==> src/rtl/uart_tx_fifo.sv <==
`default_nettype none
// ============================================================================
// Module   : uart_tx_fifo
// Purpose  : Parametrised UART transmitter with a small valid/ready input FIFO.
//            Configurable data bits, parity and stop bits; frames back-to-back.
// Revision : 1.0 - initial release
// ============================================================================
module uart_tx_fifo #(
    parameter int CLK_FREQ   = 10000000,
    parameter int BAUD       = 115200,
    parameter int ACC_WIDTH  = 16,
    parameter int DATA_BITS  = 8,
    parameter int PARITY     = 0,
    parameter int STOP_BITS  = 1,
    parameter int FIFO_DEPTH = 4
) (
    input  logic                          clk,
    input  logic                          rst_n,
    input  logic                          tx_valid,
    input  logic [DATA_BITS-1:0]          tx_data,
    output logic                          tx_ready,
    output logic                          txd,
    output logic                          tx_busy,
    output logic [$clog2(FIFO_DEPTH):0]   fifo_count
);

    if (DATA_BITS < 5 || DATA_BITS > 9) begin : g_bad_data_bits
        $error("uart_tx_fifo: DATA_BITS must be in 5..9");
    end
    if (STOP_BITS != 1 && STOP_BITS != 2) begin : g_bad_stop_bits
        $error("uart_tx_fifo: STOP_BITS must be 1 or 2");
    end
    if (PARITY < 0 || PARITY > 2) begin : g_bad_parity
        $error("uart_tx_fifo: PARITY must be 0, 1 or 2");
    end
    if (FIFO_DEPTH < 2 || (FIFO_DEPTH & (FIFO_DEPTH - 1)) != 0) begin : g_bad_depth
        $error("uart_tx_fifo: FIFO_DEPTH must be a power of two, at least 2");
    end

    localparam int                 c_aw       = $clog2(FIFO_DEPTH);
    localparam longint             c_inc_l    = ((longint'(BAUD) << (ACC_WIDTH - 4)) +
                                                 (longint'(CLK_FREQ) >> 5)) /
                                                (longint'(CLK_FREQ) >> 4);
    localparam logic [ACC_WIDTH:0] c_inc      = c_inc_l[ACC_WIDTH:0];
    localparam logic [c_aw:0]      c_depth    = (c_aw + 1)'(FIFO_DEPTH);
    localparam logic [3:0]         c_last_bit = 4'(DATA_BITS - 1);
    localparam logic               c_last_stop = 1'(STOP_BITS - 1);
    localparam logic               c_odd      = (PARITY == 1);

    typedef enum logic [2:0] {S_IDLE, S_START, S_DATA, S_PAR, S_STOP} state_t;

    logic [DATA_BITS-1:0] r_mem [FIFO_DEPTH];
    logic [c_aw-1:0]      r_wr_ptr, r_rd_ptr;
    logic [c_aw:0]        r_count, w_count_next;
    logic                 r_ready;

    state_t               r_state;
    logic [ACC_WIDTH:0]   r_acc;
    logic [DATA_BITS-1:0] r_shift;
    logic [3:0]           r_bitcnt;
    logic                 r_stopcnt;
    logic                 r_par;
    logic                 r_txd;

    logic                 w_tick, w_push, w_pop;
    logic [DATA_BITS-1:0] w_head;

    assign w_tick = r_acc[ACC_WIDTH];
    assign w_push = tx_valid && r_ready;
    assign w_head = r_mem[r_rd_ptr];
    assign w_pop  = (r_count != '0) &&
                    ((r_state == S_IDLE) ||
                     (r_state == S_STOP && w_tick && r_stopcnt == c_last_stop));

    always_comb begin
        w_count_next = r_count;
        if (w_push && !w_pop) begin
            w_count_next = r_count + 1'b1;
        end else if (!w_push && w_pop) begin
            w_count_next = r_count - 1'b1;
        end
    end

    always_ff @(posedge clk or negedge rst_n) begin
        if (!rst_n) begin
            r_wr_ptr <= '0;
            r_rd_ptr <= '0;
            r_count  <= '0;
            r_ready  <= 1'b0;
        end else begin
            if (w_push) r_wr_ptr <= r_wr_ptr + 1'b1;
            if (w_pop)  r_rd_ptr <= r_rd_ptr + 1'b1;
            r_count <= w_count_next;
            r_ready <= (w_count_next != c_depth);
        end
    end

    // Storage needs no reset: emptiness is tracked by the pointers and count.
    always_ff @(posedge clk) begin
        if (w_push) r_mem[r_wr_ptr] <= tx_data;
    end

    always_ff @(posedge clk or negedge rst_n) begin
        if (!rst_n) begin
            r_state   <= S_IDLE;
            r_acc     <= '0;
            r_shift   <= '0;
            r_bitcnt  <= '0;
            r_stopcnt <= 1'b0;
            r_par     <= 1'b0;
            r_txd     <= 1'b1;
        end else begin
            case (r_state)
                S_START: r_txd <= 1'b0;
                S_DATA:  r_txd <= r_shift[0];
                S_PAR:   r_txd <= r_par;
                default: r_txd <= 1'b1;
            endcase

            r_acc <= {1'b0, r_acc[ACC_WIDTH-1:0]} + c_inc;

            case (r_state)
                S_IDLE: begin
                    r_acc <= '0;
                    if (w_pop) begin
                        // The launch edge is the first accumulation step of the start bit.
                        r_acc     <= c_inc;
                        r_shift   <= w_head;
                        r_bitcnt  <= '0;
                        r_stopcnt <= 1'b0;
                        r_par     <= (^w_head) ^ c_odd;
                        r_state   <= S_START;
                    end
                end
                S_START: begin
                    if (w_tick) r_state <= S_DATA;
                end
                S_DATA: begin
                    if (w_tick) begin
                        r_shift  <= {1'b0, r_shift[DATA_BITS-1:1]};
                        r_bitcnt <= r_bitcnt + 1'b1;
                        if (r_bitcnt == c_last_bit) begin
                            r_state <= (PARITY != 0) ? S_PAR : S_STOP;
                        end
                    end
                end
                S_PAR: begin
                    if (w_tick) r_state <= S_STOP;
                end
                S_STOP: begin
                    if (w_tick) begin
                        if (r_stopcnt == c_last_stop) begin
                            if (w_pop) begin
                                r_shift   <= w_head;
                                r_bitcnt  <= '0;
                                r_stopcnt <= 1'b0;
                                r_par     <= (^w_head) ^ c_odd;
                                r_state   <= S_START;
                            end else begin
                                r_state <= S_IDLE;
                            end
                        end else begin
                            r_stopcnt <= r_stopcnt + 1'b1;
                        end
                    end
                end
                default: r_state <= S_IDLE;
            endcase
        end
    end

    assign txd        = r_txd;
    assign tx_ready   = r_ready;
    assign tx_busy    = (r_state != S_IDLE) || (r_count != '0);
    assign fifo_count = r_count;

endmodule
`default_nettype wire

==> config.mk <==
export PLATFORM = sky130hd
export DESIGN_NAME = uart_tx_fifo
export DESIGN_NICKNAME = d
export VERILOG_FILES = /design/src/rtl/uart_tx_fifo.sv
export SDC_FILE = /design/constraint.sdc
export NUM_CORES = 1
export LEC_CHECK = 0
export CAP_MARGIN = 20
export CORE_MARGIN = 8
export CORE_UTILIZATION = 55
export DETAILED_ROUTE_END_ITERATION = 10
export PLACE_DENSITY = 0.75
export SLEW_MARGIN = 20
export SYNTH_ARGS = -nofsm -noshare
export SYNTH_HDL_FRONTEND = slang
export SYNTH_SLANG_ARGS = --single-unit
==> constraint.sdc <==
create_clock -name clk -period 2.25 [get_ports clk]
set_clock_uncertainty 0.1 [all_clocks]
set_input_delay 0.45 -clock clk [delete_from_list [all_inputs] [get_ports clk]]
set_output_delay 0.45 -clock clk [all_outputs]
set_load 0.05 [all_outputs]
==> results of run 1 <==
[sequential cells by signal, indices dropped and copies added (netlist names)]
name / cells
r_rd_ptr: 2
txd: 1
r_par: 1
r_mem: 32
r_shift: 8
fifo_count: 3
r_bitcnt: 4
r_acc: 17
tx_ready: 1
r_state: 3
r_wr_ptr: 2
[timing repair]
item / in CTS / in global routing
hold buffers: 1 / 0
hold endpoints to repair: 9 / 0
pin swaps: 0 / 0
gates resized for setup: 1 / 6
endpoints found under the setup margin: 1 / 4
setup buffers: 0 / 0
[stage by stage]
step	hold WS, ns	util (%)	cells
detailed placement	0.239	60.8	356
global route	0.428	64.6	373
global placement	0.224	60.8	356
floorplan	0.0544	-	264
finish	0.400	64.6	373
CTS	0.402	64.3	373
[per-layer routing]
layer / vias up / track usage, % / share of wire (%)
li1: 1002 / - / -
met5: - / 0 / 0
met3: 10 / 4.00 / 4.3
met4: 0 / 7.93 / 1.5
met2: 49 / 22.7 / 48
met1: 1009 / 19.5 / 46
[area by class of cell]
cell class                 count  area [sq um]  area share, %
sequential                    74          2020           53.0
multi-input combinational    174          1230           32.4
timing repair buffer          26           235           6.19
clock buffer                  10           128           3.36
tap                           75          93.8           2.47
clock inverter                 6          67.6           1.78
inverter                       8          30.0          0.790
[placed cells by master, fill, tap and decap left out, types with 4 or more instances in the layout]
master	instances
a21oi_1	8
a31oi_1	8
and3_1	4
buf_4	10
clkbuf_8	9
clkdlybuf4s50_1	12
dfrtp_1	39
edfxtp_1	32
ha_1	9
inv_1	8
mux4_2	8
nand2_1	30
nor2_1	28
nor3_1	4
o211ai_1	4
o21ai_0	12
xnor2_1	14
xor2_1	13
[cell families (layout without fill, tap and decap cells)]
group / after synthesis / after routing / synth area share (%)
compound gates: 41 / 41 / 7.61
xor+xnor: 27 / 27 / 7.12
fa+ha+maj: 9 / 9 / 3.39
buf+inv: 16 / 50 / 2.60
flops: 74 / 74 / 60.6
mux: 8 / 8 / 5.43
simple gates: 89 / 89 / 13.2
[power by group]
group          internal (mW)  switching (mW)
Combinational          0.272           0.442
Sequential              1.58          0.0886
Clock                  0.513           0.484
Total                   2.37            1.01
[path summary, 6_finish.rpt]
| check | endpoint | slack, ns | depth (start not counted) |
|---|---|---|---|
| min in group clk | r_acc[0] | 0.40 | 1 |
| max reg2reg | tx_ready | 0.22 | 7 |
| min | r_acc[3] | 0.40 | 2 |
| max in group asynchronous | r_state[1] | 0.94 | 3 |
| min reg2reg | r_acc[0] | 0.40 | 1 |
| max | txd | 0.05 | 1 |
==> summary.md, run 1 <==
| Metric | Value |
|---|---|
| Die extent in y | between 90 and 100 um |
| Final ANT Viol Nets | 0 |
| Nets@finish | roughly 310 |
| Root Buffer | clkbuf_8 |
| CP Launch Type | flip-flop |
| Critical path required time | around 1.7 ns |
| CP max-delay cell | clkdlybuf4s50_1 |
| RR Startpoint | fifo_count[0] |
| Synth cell types | between 40 and 50 |
| CTS tree | yes |
| First-pass GRT wire length | roughly 10000 um |
| Leakage | between 1.5 and 2 nW |
| FF+latch count, synth | between 70 and 80 |
| Slew headroom | roughly 57% |
| Synth Cell Area | about 0.0033 sq mm |
| Layout cells sized above 1 | about 15% |
| Core Box Area | 0.00589 sq mm |
| HPWL after DPL | between 4000 and 5000 um |
| TNS Setup | 0 ns |
| Input/output buffers | 16 |
| Hold WC Path Type | primary input to asynchronous set/reset pin |
| Initial antenna violation count | 0 |
| Tmin final | roughly 2.2 ns |
| Fin. max-slew vios | 0 |
| Final setup viols | 0 |
| Inserted Diodes | 0 |
| Sink Count | 74 |
| Slowest Stage Delay on Critical Path | between 0.7 and 0.8 ns |
| CP Max Fanout | 1 |
| Status | finished, final reports clean |
| Fin. Hold Viols | 0 |
| Area of the die | slightly below 0.009 sq mm |
| CP Cell Sequence | clkdlybuf4s50_1 |
| Period utilization | a little over nine tenths |
| Clk buf depth | 2 |
| Gr usage total | between 15 and 20% |
| Setup CP Type | flip-flop to primary output |
| Number of top-level pins | 17 |
| Number of flops mapped to enable cells by yosys | 32 |
| Final Wtd Congestion | 0.884 |
| H-tree depth | 3 |
| Overflow after GRT | 0 |
| CP arrival | about 1.7 ns |
| Mapped Cells | 264 |
| Setup WS pre-CTS | between 0.08 and 0.09 ns |
| Share of Yosys cell area claimed by the top area cell type | between 30% and 40% |
| WL per Instance | 16.2 um |
| Synth async-reset ratio | between 50% and 60% |
| Fillers | between 400 and 500 |
| Synth warn | 0 |
| Synth Flop Type | dfrtp_1 |
| Vias in the first global route | ~2100 |
| Synth top area cells | dfrtp_1, edfxtp_1, mux4_2, xnor2_1, xor2_1 |
| Routed WL | approximately 6100 um |
| Post-synth top cells | dfrtp_1, edfxtp_1, nand2_1 |
| P&R area growth vs syn | 14.5% |
| RSZ-0062 raised after global routing | no |
| Mean post-synth cell area | 12.6 sq um |
| Worst-path clk slew | 0.08 ns |
| WP buf/inv | 1 |
| CP Capture Type | primary output |
| Initial core utilization | between 50% and 60% |
| Tot Pwr | between 3 and 4 mW |
| Top-count cell post-synth | dfrtp_1 |
| PnR worst setup slack | between 0.05 and 0.06 ns |
| Rows | 28 |
| Worst VDD drop | between 0.0007 and 0.0008 V |
| Area leader, netlist | dfrtp_1 |
| Pwr Density | ~900 mW/mm^2 |
| Iter 0 DRT Violations | about 130 |
| CP top delay family | buffers and inverters |
| DR vias/cell | ~5.5 |
| Syn Nets | ~280 |
| Cell area after layout | 0.00380 sq mm |
| Clk Latency, worst-skew pair | around 0.35 ns |
| Pin count of the biggest net entering global routing | 33 |
| Crit path launch | txd |
| Sequential area share after synthesis | roughly three fifths |
| Die X | 93.7 um |
| Max Cap Viol | 0 |
| DRC viols | 0 |
| Max frequency | 455 MHz |
| DRT Pass-1 Iters | 4 |
| Area after DPL | around 0.0036 sq mm |
| Num CTS Buffers | 9 |
| Via count | approximately 2100 |
| Worst-Margin Slew | about 0.64 ns |
Power figures use the tool's default switching activity.
==> run 2, diff against run 1 <==
--- a/config.mk
+++ b/config.mk
@@ -5,6 +5,7 @@
 export SDC_FILE = /design/constraint.sdc
 export NUM_CORES = 1
 export LEC_CHECK = 0
+export ABC_CLOCK_PERIOD_IN_PS = 2250
 export CAP_MARGIN = 20
 export CORE_MARGIN = 8
 export CORE_UTILIZATION = 55
==> results of run 2 <==
Same layout as run 1: the final DEF is identical, and so are final timing and power.
==> run 3, diff against run 2 <==
--- a/config.mk
+++ b/config.mk
@@ -7,9 +7,11 @@
 export LEC_CHECK = 0
 export ABC_CLOCK_PERIOD_IN_PS = 2250
 export CAP_MARGIN = 20
+export CORE_ASPECT_RATIO = 0.5
 export CORE_MARGIN = 8
 export CORE_UTILIZATION = 55
 export DETAILED_ROUTE_END_ITERATION = 10
+export HOLD_SLACK_MARGIN = 0.06
 export PLACE_DENSITY = 0.75
 export SLEW_MARGIN = 20
 export SYNTH_ARGS = -nofsm -noshare
==> run 3 against run 2 <==
Clock power rose by 49%. Global-route usage fell by 0.41 points. Register-to-register slack got worse by 0.04 ns. Cell count did not move. Maximum frequency fell by 0.21%. Largest cell class unchanged. Routed wire length fell by 2.6%. Largest power group unchanged. Count of clock-buffer cells in the layout fell by 1. Sequential power barely moved.
==> summary.md, run 3 (same netlist as run 1, synthesis figures left out) <==
| Metric | Value |
|---|---|
| Status | finished, final reports clean (unchanged) |
| Iter 0 DRT Violations | 135 (was 128) |
| Slowest Stage Delay on Critical Path | 0.86 ns (was 0.79 ns) |
| Fin. max-slew vios | 0 (unchanged) |
| Max frequency | 454 MHz (was 455 MHz) |
| Fillers | 453 (was 454) |
| Regs by FF count | r_mem: 32 flops, r_acc: 17 flops, r_shift: 8 flops (unchanged) |
| First-pass GRT wire length | 10400 um (was 10200 um) |
| Gr usage total | 14.7% (was 15.1%) |
| Die X | 126 um (was 93.7 um) |
| CP Capture Type | primary output (unchanged) |
| Top reg by flops | r_mem (unchanged) |
| Number of top-level pins | 17 (unchanged) |
| Max reg flops | 32 (unchanged) |
| WP buf/inv | 1 (unchanged) |
| WL per Instance | 15.8 um (was 16.2 um) |
| H-tree depth | 3 (unchanged) |
| CP Max Fanout | 6 (was 1) |
| CP Cell Sequence | clkdlybuf4s50_1 (unchanged) |
| Core Box Area | 0.00596 sq mm (was 0.00589 sq mm) |
| Vias in the first global route | 2166 (was 2103) |
| Hold WC Path Type | primary input to asynchronous set/reset pin (unchanged) |
| Worst VDD drop | 0.000677 V (was 0.000794 V) |
| Inserted Diodes | 0 (unchanged) |
| Period utilization | 98.0% (was 97.8%) |
| Slew headroom | 64.5% (was 57.3%) |
| Worst-path clk slew | 0.06 ns (was 0.08 ns) |
| Pin count of the biggest net entering global routing | 43 (was 33) |
| CP Launch Type | flip-flop (unchanged) |
| Initial core utilization | 55.7% (was 56.4%) |
| CTS tree | yes (unchanged) |
| Root Buffer | clkbuf_16 (was clkbuf_8) |
| Die extent in y | 70.9 um (was 93.7 um) |
| FF-to-FF setup slack | 0.18 ns (was 0.22 ns) |
| Commonest cells after routing, fill and taps aside | dfrtp_1, edfxtp_1, nand2_1, nor2_1 (was dfrtp_1, edfxtp_1, nand2_1, nor2_1, xnor2_1) |
| Post-placement cell count | 357 (was 356) |
| RSZ-0062 raised after global routing | no (unchanged) |
| Cell Count, Final, Fillers Out | 373 (unchanged) |
| DRC viols | 0 (unchanged) |
| Leakage | 1.58 nW (was 1.54 nW) |
| Layout Utilization | 65.4% (was 64.6%) |
| HPWL after DPL | 4000 um (was 4100 um) |
| Nets@finish | 311 (was 313) |
| Setup CP Type | flip-flop to primary output (unchanged) |
| Num CTS Buffers | 9 (unchanged) |
| Rows | 20 (was 28) |
| Layout cells sized above 1 | 14.2% (was 15.1%) |
| Max Cap Viol | 0 (unchanged) |
| Sink Count | 74 (unchanged) |
| Tmin final | 2.20 ns (about the same) |
| Final Wtd Congestion | 0.823 (was 0.884) |
| Clk Latency, worst-skew pair | 0.33 ns (was 0.35 ns) |
| Commonest non-fill, non-tap cell in the layout | dfrtp_1 (unchanged) |
| Input/output buffers | 16 (unchanged) |
| DRT Pass-1 Iters | 4 (unchanged) |
| CTS Hold Bufs | 0 (was 1) |
| Critical path required time | 1.70 ns (about the same) |
| Via count | 2075 (was 2070) |
| Clk buf depth | 2 (unchanged) |
| CP arrival | 1.65 ns (about the same) |
| Worst-Margin Slew | 0.527 ns (was 0.635 ns) |
| Pwr Density | 993 mW/mm^2 (was 890 mW/mm^2) |
| Final ANT Viol Nets | 0 (unchanged) |
| Final setup viols | 0 (unchanged) |
| Overflow after GRT | 0 (unchanged) |
| DR vias/cell | 5.56 (was 5.55) |
| CP top delay family | buffers and inverters (unchanged) |
| Area of the die | 0.00893 sq mm (was 0.00878 sq mm) |
| Fin. Hold Viols | 0 (unchanged) |
| P&R area growth vs syn | 17.3% (was 14.5%) |
| TNS Setup | 0 ns (unchanged) |
| Initial antenna violation count | 0 (unchanged) |
| CP max-delay cell | clkdlybuf4s50_1 (unchanged) |
| Routed WL | 5910 um (was 6060 um) |
## run 3: per-stage QoR
stage / hold WS [ns] / setup slack, ns / cell area, sq um / power, mW
after detailed placement: 0.382 / 0.0635 / 3570 / 2.38
after global routing: 0.120 / 0.00363 / 3890 / 4.01
final: 0.0777 / 0.0458 / 3890 / 3.87
after global placement: 0.372 / 0.193 / 3570 / 2.35
after CTS: 0.0823 / 0.0321 / 3890 / 3.89
after floorplan: 0.0544 / 0.0544 / 3320 / 2.15
## run 3: metal layers
layer | track usage [%] | wire [um] | vias to the layer above | share of wire [%]
li1 | - | - | 995 | -
met1 | 17.8 | 2660 | 1013 | 45
met2 | 23.8 | 2850 | 51 | 48
met3 | 4.57 | 257 | 16 | 4.4
met4 | 6.74 | 138 | 0 | 2.3
met5 | 0 | 0 | - | 0
## run 3: final timing paths
check,cells after the start,from,to
max,1,fifo_count[0],fifo_count[0]
min,2,rst_n,r_wr_ptr[0]
max reg2reg,7,fifo_count[0],tx_ready
min reg2reg,1,r_acc[0],r_acc[0]
max in group asynchronous,2,rst_n,txd
min in group clk,1,r_acc[0],r_acc[0]
## run 3: cell type report
| cell class | count | area [sq um] | area share, % |
|---|---|---|---|
| tap | 77 | 96.3 | 2.47 |
| sequential | 74 | 2010 | 51.7 |
| timing repair buffer | 24 | 213 | 5.46 |
| clock buffer | 9 | 225 | 5.78 |
| multi-input combinational | 174 | 1230 | 31.5 |
| inverter | 8 | 30.0 | 0.771 |
| clock inverter | 7 | 90.1 | 2.31 |
## run 3: what timing repair did
item                       in CTS  in global routing
gates resized for setup         1                  1
setup buffers                   0                  0
gates cloned                    0                  0
setup endpoints to repair       1                  1
pin swaps                       0                  0
## run 3: power breakdown
part	internal, mW	switching (mW)	total, mW
combinational	0.273	0.430	0.702
clock	0.893	0.600	1.49
sequential	1.58	0.0891	1.67
